### config.mk
export PLATFORM = sky130hd
export DESIGN_NAME = ramp_seq_ctrl
export DESIGN_NICKNAME = d
export VERILOG_FILES = /design/src/rtl/ramp_pkg.sv /design/src/rtl/ramp_prescaler.sv /design/src/rtl/ramp_seq_ctrl.sv
export SDC_FILE = /design/constraint.sdc
export NUM_CORES = 1
export LEC_CHECK = 0
export BUFFER_PORTS_ARGS = -buffer_cell sky130_fd_sc_hd__buf_2
export CORE_MARGIN = 2
export CORE_UTILIZATION = 50
export CTS_CLUSTER_SIZE = 24
export DETAILED_ROUTE_END_ITERATION = 16
export MAX_ROUTING_LAYER = met4
export PLACE_DENSITY_LB_ADDON = 0.1
export SYNTH_ARGS = -nofsm -noshare
export SYNTH_HDL_FRONTEND = slang
export SYNTH_HIERARCHICAL = 1
export SYNTH_SLANG_ARGS = --single-unit
### constraint.sdc
create_clock -name clk -period 3.3 [get_ports clk]
set_input_delay 0.66 -clock clk [delete_from_list [all_inputs] [get_ports clk]]
set_output_delay 0.66 -clock clk [all_outputs]
set_load 0.005 [all_outputs]
### src/rtl/ramp_pkg.sv
// Shared definitions for the ramp sequencer.
//  - Default widths for the period, prescale and ramp-count buses.
//  - State encoding of the sequencer FSM.
package ramp_pkg;

    localparam int CNT_W = 32;
    localparam int PRE_W = 16;
    localparam int NUM_W = 16;

    typedef enum logic [2:0] {
        IDLE     = 3'd0,
        ARM      = 3'd1,
        WAIT_EXT = 3'd2,
        RUN      = 3'd3,
        DONE     = 3'd4
    } ramp_state_t;

endpackage

### src/rtl/ramp_prescaler.sv
// Trig prescaler: tick is high whenever the internal count is zero, and the
// count advances on en, wrapping to zero after it has reached div. A tick
// therefore occurs once every div+1 enabled clocks, starting immediately
// after a clear.
// Ports:
//  clk    in  system clock
//  reset  in  synchronous active-low reset
//  clr    in  synchronous clear of the count (wins over en)
//  en     in  advance the count
//  div    in  PRE_W terminal value of the count
//  tick   out count==0
module ramp_prescaler #(
    parameter int PRE_W = ramp_pkg::PRE_W
) (
    input  logic             clk,
    input  logic             reset,
    input  logic             clr,
    input  logic             en,
    input  logic [PRE_W-1:0] div,
    output logic             tick
);

    logic [PRE_W-1:0] cnt_reg;

    always_ff @(posedge clk) begin
        if (!reset) begin
            cnt_reg <= '0;
        end else if (clr) begin
            cnt_reg <= '0;
        end else if (en) begin
            cnt_reg <= (cnt_reg == div) ? '0 : cnt_reg + PRE_W'(1);
        end
    end

    assign tick = (cnt_reg == '0);

endmodule

### src/rtl/ramp_seq_ctrl.sv
// Ramp sequencer: latches a run configuration, clears the external ramp
// counter, paces it with a prescaled trig and counts its wraps (rising edges
// of ramp_rst). A run ends after cfg_nramps wraps, or on stop when
// cfg_nramps is 0 (continuous).
// Ports:
//  clk, reset          clock, synchronous active-low reset
//  start, stop         1-cycle run request / abort request
//  ext_trig_en         wait for an ext_trig rising edge before running
//  ext_trig            external sync (clk domain)
//  cfg_period          ramp terminal count, latched on accepted start
//  cfg_prescale        trig once every cfg_prescale+1 clocks
//  cfg_nramps          ramps per run, 0 = continuous
//  ramp_rst            wrap indication from the ramp counter
//  ramp_trig           trig/enable to the ramp counter
//  ramp_ref_cnt        latched period to the ramp counter
//  ramp_clr            clear for the ramp counter (ARM and DONE)
//  busy                run in progress (ARM, WAIT_EXT, RUN)
//  done                1-cycle pulse at run end
//  cfg_err             1-cycle pulse after a start rejected for period 0
//  ramp_count          ramps completed in the current/last run
module ramp_seq_ctrl #(
    parameter int CNT_W = ramp_pkg::CNT_W,
    parameter int PRE_W = ramp_pkg::PRE_W,
    parameter int NUM_W = ramp_pkg::NUM_W
) (
    input  logic             clk,
    input  logic             reset,
    input  logic             start,
    input  logic             stop,
    input  logic             ext_trig_en,
    input  logic             ext_trig,
    input  logic [CNT_W-1:0] cfg_period,
    input  logic [PRE_W-1:0] cfg_prescale,
    input  logic [NUM_W-1:0] cfg_nramps,
    input  logic             ramp_rst,
    output logic             ramp_trig,
    output logic [CNT_W-1:0] ramp_ref_cnt,
    output logic             ramp_clr,
    output logic             busy,
    output logic             done,
    output logic             cfg_err,
    output logic [NUM_W-1:0] ramp_count
);

    import ramp_pkg::*;

    ramp_state_t      state_reg, state_next;
    logic [CNT_W-1:0] period_reg;
    logic [PRE_W-1:0] prescale_reg;
    logic [NUM_W-1:0] nramps_reg;
    logic [NUM_W-1:0] count_reg;
    logic [NUM_W-1:0] count_plus;
    logic             rst_prev_reg;
    logic             ext_prev_reg;
    logic             cfg_err_reg;

    logic rst_edge, ext_edge;
    logic start_ok, start_bad;
    logic count_inc, count_hit;
    logic pre_clr, pre_en, pre_tick;

    assign rst_edge   = ramp_rst & ~rst_prev_reg;
    assign ext_edge   = ext_trig & ~ext_prev_reg;
    assign start_ok   = (state_reg == IDLE) && start && (cfg_period != '0);
    assign start_bad  = (state_reg == IDLE) && start && (cfg_period == '0);
    assign count_plus = count_reg + NUM_W'(1);
    assign count_inc  = (state_reg == RUN) && rst_edge;
    // Compare against the incremented value so the run ends on the wrap
    // that completes the last ramp, not one wrap later.
    assign count_hit  = count_inc && (nramps_reg != '0) && (count_plus == nramps_reg);

    // Prescaler is held at zero through ARM and WAIT_EXT so the very first
    // RUN cycle produces a trig.
    assign pre_clr = (state_reg == ARM);
    assign pre_en  = (state_reg == RUN);

    ramp_prescaler #(
        .PRE_W (PRE_W)
    ) u_prescaler (
        .clk   (clk),
        .reset (reset),
        .clr   (pre_clr),
        .en    (pre_en),
        .div   (prescale_reg),
        .tick  (pre_tick)
    );

    always_ff @(posedge clk) begin
        if (!reset) begin
            state_reg    <= IDLE;
            period_reg   <= '0;
            prescale_reg <= '0;
            nramps_reg   <= '0;
            count_reg    <= '0;
            rst_prev_reg <= 1'b0;
            ext_prev_reg <= 1'b0;
            cfg_err_reg  <= 1'b0;
        end else begin
            state_reg    <= state_next;
            rst_prev_reg <= ramp_rst;
            ext_prev_reg <= ext_trig;
            cfg_err_reg  <= start_bad;
            if (start_ok) begin
                period_reg   <= cfg_period;
                prescale_reg <= cfg_prescale;
                nramps_reg   <= cfg_nramps;
                count_reg    <= '0;
            end else if (count_inc) begin
                count_reg <= count_plus;
            end
        end
    end

    always_comb begin
        state_next = state_reg;
        ramp_trig  = 1'b0;
        ramp_clr   = 1'b0;
        busy       = 1'b0;
        done       = 1'b0;
        case (state_reg)
            IDLE: begin
                if (start_ok) state_next = ARM;
            end
            ARM: begin
                busy     = 1'b1;
                ramp_clr = 1'b1;
                if (stop)             state_next = DONE;
                else if (ext_trig_en) state_next = WAIT_EXT;
                else                  state_next = RUN;
            end
            WAIT_EXT: begin
                busy = 1'b1;
                if (stop)          state_next = DONE;
                else if (ext_edge) state_next = RUN;
            end
            RUN: begin
                busy      = 1'b1;
                ramp_trig = pre_tick;
                // The count still advances on a coincident wrap; stop only
                // decides the exit.
                if (stop || count_hit) state_next = DONE;
            end
            DONE: begin
                done       = 1'b1;
                ramp_clr   = 1'b1;
                state_next = IDLE;
            end
            default: state_next = IDLE;
        endcase
    end

    assign ramp_ref_cnt = period_reg;
    assign cfg_err      = cfg_err_reg;
    assign ramp_count   = count_reg;

endmodule

==> impl_metrics.env, run 1 <==
export IMPL_status="completed"
export IMPL_period_minus_slack_ns=2.53
export IMPL_cts_max_path_buffers=2
export IMPL_internal_power_mw=1.89
export IMPL_hold_ws_ns=0.454
export IMPL_hold_buffers=0
export IMPL_power_leakage_nw=2.30
export IMPL_cp_max_fo=10
export IMPL_dieArea_um2=10300
export IMPL_setup_tns_ns=0
export IMPL_peakVddDrop_v=0.000258
export IMPL_grt_pass1_wl_um=18800
export IMPL_ys_warn_count=6
export IMPL_worstPathRequired_ns=3.61
export IMPL_reg2reg_from="ramp_count[0]$_SDFFE_PP0P_"
export IMPL_yosysTopAreaCell="dfxtp_1"
export IMPL_routed_wirelength_um=11800
export IMPL_drv_cap=0
export IMPL_fin_area_um2=5670
export IMPL_htreeDepth=3
export IMPL_ys_flop_type="dfxtp_1"
export IMPL_ys_ff_latch=102
export IMPL_drt_iter0_drc=153
export IMPL_relSlewSlack_pct=35.8
export IMPL_vias=4434
export IMPL_io_pins=124
export IMPL_nets=777
export IMPL_worstReg2RegEnd="state_reg[2]$_SDFFE_PN0P_"
export IMPL_cp_data_arrival_time_ns=2.83
export IMPL_hold_viol_final=0
export IMPL_netSwitchingPower_uw=715
export IMPL_syn2layout_area_growth_pct=19.2
export IMPL_worstSetupStartpointType="flip-flop"
export IMPL_cp_cell_sequence="ha_1 > nand3_4 > or3_1 > a2111oi_2 > nand4_1 > nor4_2 > o211a_1"
export IMPL_largest_reg_flops=32
export IMPL_dpl_cell_count=821
export IMPL_first_pass_iters=5
export IMPL_mostFrequentLayoutCell="nand2_1"
export IMPL_synth_area_top_cells="dfxtp_1 43%, nand2_1 12%, xnor2_1 7.7%, a21oi_1 7.3%, xor2_1 4.4%"
export IMPL_clock_sinks=102
export IMPL_clkLatencyLatePin_ns=0.37
export IMPL_root_buffer="clkbuf_8"
export IMPL_holdPathEnd="ramp_ref_cnt[7]$_SDFFE_PN0P_"
export IMPL_initial_utilization_pct=51.5
export IMPL_final_cell_mix="149 x nand2_1, 123 x buf_2, 102 x dfxtp_1, 69 x a21oi_1, 48 x nor2_1"
export IMPL_port_buffers=123
export IMPL_worst_slew_pin_slew_ns=0.956
export IMPL_avgSynthCellArea_um2=7.96
export IMPL_yosysSeqAreaShare_pct=42.9
export IMPL_p_per_area_nw_per_um2=460
export IMPL_rsz0062_at_grt="no"
export IMPL_critPathBufInv=0
export IMPL_coreArea_um2=9240
export IMPL_switching_share_pct=27.4
export IMPL_placed_area_um2=5440
export IMPL_pwr_share_clk_pct=34.4
export IMPL_hold_depth=2
export IMPL_finClkSkew_ns=0.0130
export IMPL_antenna_left=0
export IMPL_crit_family="simple AND/OR/NAND/NOR gates"
export IMPL_crit_type="reg -> reg"
export IMPL_power_frac_comb_pct=14.0
export IMPL_rows=35
export IMPL_hpwl_um=8840
export IMPL_yosys_area_top_type_share_pct=42.9
export IMPL_slowest_delay_ns=0.49
export IMPL_layout_cells_non_filler=838
export IMPL_gr_total_overflow=0
export IMPL_antenna_found_initial=1
export IMPL_fmax_mhz=396
export IMPL_hold_path_class="reg -> reg"
export IMPL_track_usage_pct=23.5
export IMPL_rrSetupSlack_ns=0.77
export IMPL_syn_num_nets=672
export IMPL_synthCells=598
export IMPL_drive_above_1_share_pct=22.0
export IMPL_drv_slew=0
export IMPL_cts_tree="yes"
export IMPL_die_y_um=102
export IMPL_drc=0
export IMPL_synth_edf_count=0
export IMPL_viasPerCell=5.29
export IMPL_rr_worst_depth=7
export IMPL_setup_viol=0
export IMPL_hp_start="ramp_ref_cnt[7]$_SDFFE_PN0P_"
export IMPL_clkTransAtPathRegs_ns=0.10
export IMPL_numCtsBuffers=9
export IMPL_wl_per_cell_um=14.1
export IMPL_cp_end_kind="flip-flop"
export IMPL_first_global_vias=4028
export IMPL_synthDistinctLibCells=49
export IMPL_worst_path_stages=7
export IMPL_grt_max_degree=47
export IMPL_gp_congestion=0.887
export IMPL_period_share_pct=76.6
export IMPL_syn_area_um2=4760
export IMPL_die_w_um=102
export IMPL_utilization_pct=61.4
export IMPL_synthArstFlopShare_pct=0
export IMPL_cts_resized=0
export IMPL_seqPwrFrac_pct=51.6
export IMPL_cts_setup_buffers=0
export IMPL_slowest_stage="dfxtp_1"
[per-stage QoR]
stage | worst slack [ns] | total power, mW
2_1_floorplan | 1.14 | 1.59
3_3_place_gp | 0.450 | 1.73
6_report | 0.774 | 2.61
3_5_place_dp | 0.405 | 1.74
5_1_grt | 0.564 | 2.73
4_1_cts | 0.788 | 2.63
[synthesized netlist by cell type (6+ instances only)]
master,n
nand2_1,149
nor2_1,48
nand3_1,11
a21oi_1,69
xor2_1,24
nor4_1,23
xnor2_1,42
inv_1,11
and3_1,6
clkbuf_1,18
buf_2,12
nor3_1,6
dfxtp_1,102
nand4_1,15
[layout make-up]
cell class | instances | area (um^2)
tap | 129 | 161
fill | 897 | 3570
antenna | 1 | 2.50
inverter | 11 | 41.3
clock inverter | 7 | 104
timing repair buffer | 127 | 671
multi-input combinational | 452 | 2530
sequential | 102 | 2040
clock buffer | 9 | 124
[kinds of logic after synthesis]
| group | Yosys count | synth area share, % |
|---|---|---|
| AO/OA/AOI/OAI | 87 | 10.4 |
| XOR/XNOR | 66 | 12.1 |
| adder cells (fa/ha/maj) | 3 | 0.789 |
| buffers and inverters | 44 | 4.23 |
| flip-flops | 102 | 42.9 |
| multiplexers | 2 | 0.447 |
| AND/OR/NAND/NOR | 294 | 29.1 |
[power groups by stage]
stage,Combinational [mW],Sequential [mW],Clock (mW)
floorplan,0.225,1.36,0
global placement,0.361,1.37,0
detailed placement,0.367,1.37,0
CTS,0.368,1.35,0.915
global route,0.411,1.35,0.966
finish,0.365,1.35,0.898
[worst register-to-register path: stages, from the launching register on]
cell,delay (ns)
dfxtp_1,0.49
ha_1,0.33
nand3_4,0.16
or3_1,0.42
a2111oi_2,0.36
nand4_1,0.16
nor4_2,0.36
o211a_1,0.19
[how the worst max path moves through the flow]
| stage | from | slack (ns) | end |
|---|---|---|---|
| after floorplan | ramp_count[0]$_SDFFE_PP0P_ | 1.14 | state_reg[2]$_SDFFE_PN0P_ |
| after global placement | cfg_period[26] | 0.45 | ramp_count[1]$_SDFFE_PP0P_ |
| after detailed placement | cfg_period[23] | 0.40 | ramp_count[1]$_SDFFE_PP0P_ |
| after CTS | cfg_period[26] | 0.79 | ramp_count[1]$_SDFFE_PP0P_ |
| after global routing | cfg_period[26] | 0.56 | ramp_count[1]$_SDFFE_PP0P_ |
| final | ramp_count[0]$_SDFFE_PP0P_ | 0.77 | state_reg[2]$_SDFFE_PN0P_ |
[per-layer routing]
metal	track usage (%)	wire [um]
met4	9.56	272
met1	29.5	5230
met5	-	0
met2	37.0	5670
met3	4.69	650
Note: power is estimated with default switching activity, not from simulation.
==> inputs of run 2 (changes only) <==
- ABC_AREA: default -> 1
- clock period: 3.3 -> 2.45 ns (I/O delays scaled with it)
==> run 2 against run 1 <==
Compared with the run above: flip-flop and latch count is the same; clock power grew 24%; synthesized area grew 11%; global-route usage grew 2.4 points; setup slack lost 0.61 ns; clock skew shrank 0.0021 ns; register-to-register slack lost 0.41 ns; hold slack lost 0.17 ns; sequential power grew 64%; first-iteration DRC count grew to 2.7 times the previous value; core utilization shrank 1.3 points; highest routed layer unchanged.
==> impl_metrics.env, run 2 <==
export IMPL_synthDistinctLibCells=28
export IMPL_peakVddDrop_v=0.000657
export IMPL_rows=37
export IMPL_yosysTopAreaCell="dfxtp_1"
export IMPL_yosysSeqAreaShare_pct=38.7
export IMPL_drt_iter0_drc=414
export IMPL_slowest_delay_ns=0.36
export IMPL_io_pins=124
export IMPL_slowest_stage="dfxtp_1"
export IMPL_grt_max_degree=81
export IMPL_pre_cts_slack_ns=0.387
export IMPL_grt_pass1_wl_um=22900
export IMPL_gp_congestion=0.951
export IMPL_ys_flop_type="dfxtp_1"
export IMPL_synth_most_common_cell="nor2_1"
export IMPL_dieArea_um2=11400
export IMPL_die_y_um=107
export IMPL_cp_data_arrival_time_ns=1.79
export IMPL_root_buffer="clkbuf_8"
export IMPL_yosys_area_top_type_share_pct=38.7
export IMPL_clkTransAtPathRegs_ns=0.10
export IMPL_setup_tns_ns=0
export IMPL_finClkSkew_ns=0.0108
export IMPL_wl_per_cell_um=13.3
export IMPL_synth_area_top_cells="dfxtp_1 39%, nor2_1 13%, nand2_1 12%, o21ai_0 6.6%, inv_1 5.9%"
export IMPL_synthTopCellsByCount="177 x nor2_1, 171 x nand2_1, 102 x dfxtp_1"
export IMPL_worstSetupStartpointType="flip-flop"
export IMPL_syn_area_um2=5270
export IMPL_layout_setup_ws_ns=0.166
export IMPL_status="completed"
export IMPL_syn_num_nets=888
export IMPL_first_pass_iters=5
export IMPL_layout_cells_non_filler=1069
export IMPL_final_cell_mix="177 x nor2_1, 171 x nand2_1, 123 x buf_2, 102 x dfxtp_1, 83 x inv_1"
export IMPL_cts_tree="yes"
export IMPL_power_leakage_nw=2.88
export IMPL_vias=5464
export IMPL_path_common_cell="inv_1"
export IMPL_initial_utilization_pct=51.3
export IMPL_period_share_pct=93.2
export IMPL_synth_edf_count=0
export IMPL_ys_ff_latch=102
export IMPL_hold_viol_final=0
export IMPL_hold_path_class="in -> reg"
export IMPL_cp_cell_sequence="inv_1 > ha_1 > nand3_1 > nor4_1 > inv_1 > nor2_1 > buf_2"
export IMPL_avgSynthCellArea_um2=6.48
export IMPL_syn2layout_area_growth_pct=17.1
export IMPL_fmax_mhz=438
export IMPL_numCtsBuffers=9
export IMPL_mostFrequentLayoutCell="nor2_1"
export IMPL_ys_warn_count=6
export IMPL_p_per_area_nw_per_um2=819
export IMPL_coreArea_um2=10300
export IMPL_drc=0
export IMPL_first_global_vias=4903
export IMPL_dpl_cell_count=1053
export IMPL_worst_slew_pin_slew_ns=0.535
export IMPL_viasPerCell=5.11
export IMPL_routed_wirelength_um=14200
export IMPL_cts_resized=0
export IMPL_hpwl_um=10700
export IMPL_port_buffers=123
export IMPL_synthArstFlopShare_pct=0
export IMPL_cts_setup_buffers=0
export IMPL_gr_total_overflow=0
export IMPL_drv_slew=0
export IMPL_cts_max_path_buffers=2
export IMPL_largest_reg_flops=32
export IMPL_worstPathRequired_ns=1.96
export IMPL_antenna_found_initial=1
export IMPL_clock_sinks=102
export IMPL_hold_buffers=0
export IMPL_clkLatencyLatePin_ns=0.39
export IMPL_rsz0062_at_grt="no"
export IMPL_relSlewSlack_pct=64.3
export IMPL_nets=1002
export IMPL_period_minus_slack_ns=2.28
export IMPL_crit_type="reg -> out"
export IMPL_cp_max_fo=4
export IMPL_cp_end_kind="primary output"
export IMPL_drv_cap=0
export IMPL_drive_above_1_share_pct=18.9
export IMPL_setup_viol=0
export IMPL_synthCells=814
export IMPL_die_w_um=107
export IMPL_htreeDepth=3
export IMPL_track_usage_pct=25.9
export IMPL_antenna_left=0
-- run 2: cell types whose count changed in the layout (fill, tap and decap cells not counted), sizes merged, moves of 9 or more --
cell,previous run,this run
xnor2,42,3
nand2,149,177
a21oi,69,33
nor2,48,195
xor2,24,15
nand3,12,61
inv,14,91
o21ai,5,71
nor4,25,9
-- run 2: report_power, final --
part / leakage, nW / internal [mW] / switching, mW / total [mW]
sequential: 0.837 / 2.00 / 0.226 / 2.22
combinational: 1.94 / 0.654 / 1.07 / 1.73
clock: 0.100 / 0.478 / 0.631 / 1.11
-- run 2: cell families (layout without fill, tap and decap cells) --
| kind of cell | count (synthesis) | count (layout) | share of synthesized area [%] |
|---|---|---|---|
| simple gates | 470 | 470 | 38.3 |
| buf+inv | 114 | 232 | 8.85 |
| compound gates | 107 | 107 | 10.4 |
| flops | 102 | 102 | 38.7 |
| xor+xnor | 18 | 18 | 2.99 |
| fa+ha+maj | 3 | 3 | 0.712 |
| other cells | 0 | 1 | 0 |
-- run 2: final timing paths --
path,start,to,slack (ns),cells past startpoint
max,u_prescaler/cnt_reg[1]$_SDFFE_PP0P_,ramp_trig,0.17,7
min,ramp_rst,rst_prev_reg$_SDFF_PN0_,0.29,3
min reg2reg,ramp_ref_cnt[1]$_SDFFE_PN0P_,ramp_ref_cnt[1]$_SDFFE_PN0P_,0.49,2
max reg2reg,ramp_count[0]$_SDFFE_PP0P_,state_reg[0]$_SDFFE_PN0P_,0.36,15
-- run 2: final cells by class --
class                           count  area, um^2
Antenna cell                        1        2.50
Clock buffer                        9         124
Clock inverter                      6        70.1
Fill cell                        1049        4100
Inverter                           88         330
Multi-Input combinational cell    598        2760
Sequential cell                   102        2040
Tap cell                          136         170
Timing Repair Buffer              129         673
-- run 2: metrics by stage --
step	area [um^2]	util [%]	power, mW	hold slack [ns]
final	6170	60.1	5.06	0.287
after global routing	6170	60.1	5.45	0.276
after CTS	6170	60.1	5.09	0.274
after detailed placement	5980	58.2	3.98	0.467
after global placement	5980	58.2	3.94	0.458
after floorplan	5270	-	3.44	0.456
-- run 2: worst max-delay path: cells and delay by family, from the launching register on --
family / cells / cell delay, ns
buffers and inverters: 3 / 0.32
flip-flops: 1 / 0.36
adder cells (fa/ha/maj): 1 / 0.18
AND/OR/NAND/NOR: 3 / 0.54
-- run 2: routing by layer --
metal / global-route usage, % / up-vias / share of wire, %
met5: - / - / 0
met1: 32.1 / 2463 / 45
met2: 41.5 / 159 / 46
li1: - / 2815 / -
met4: 7.33 / 0 / 1.9
met3: 7.23 / 27 / 7.2
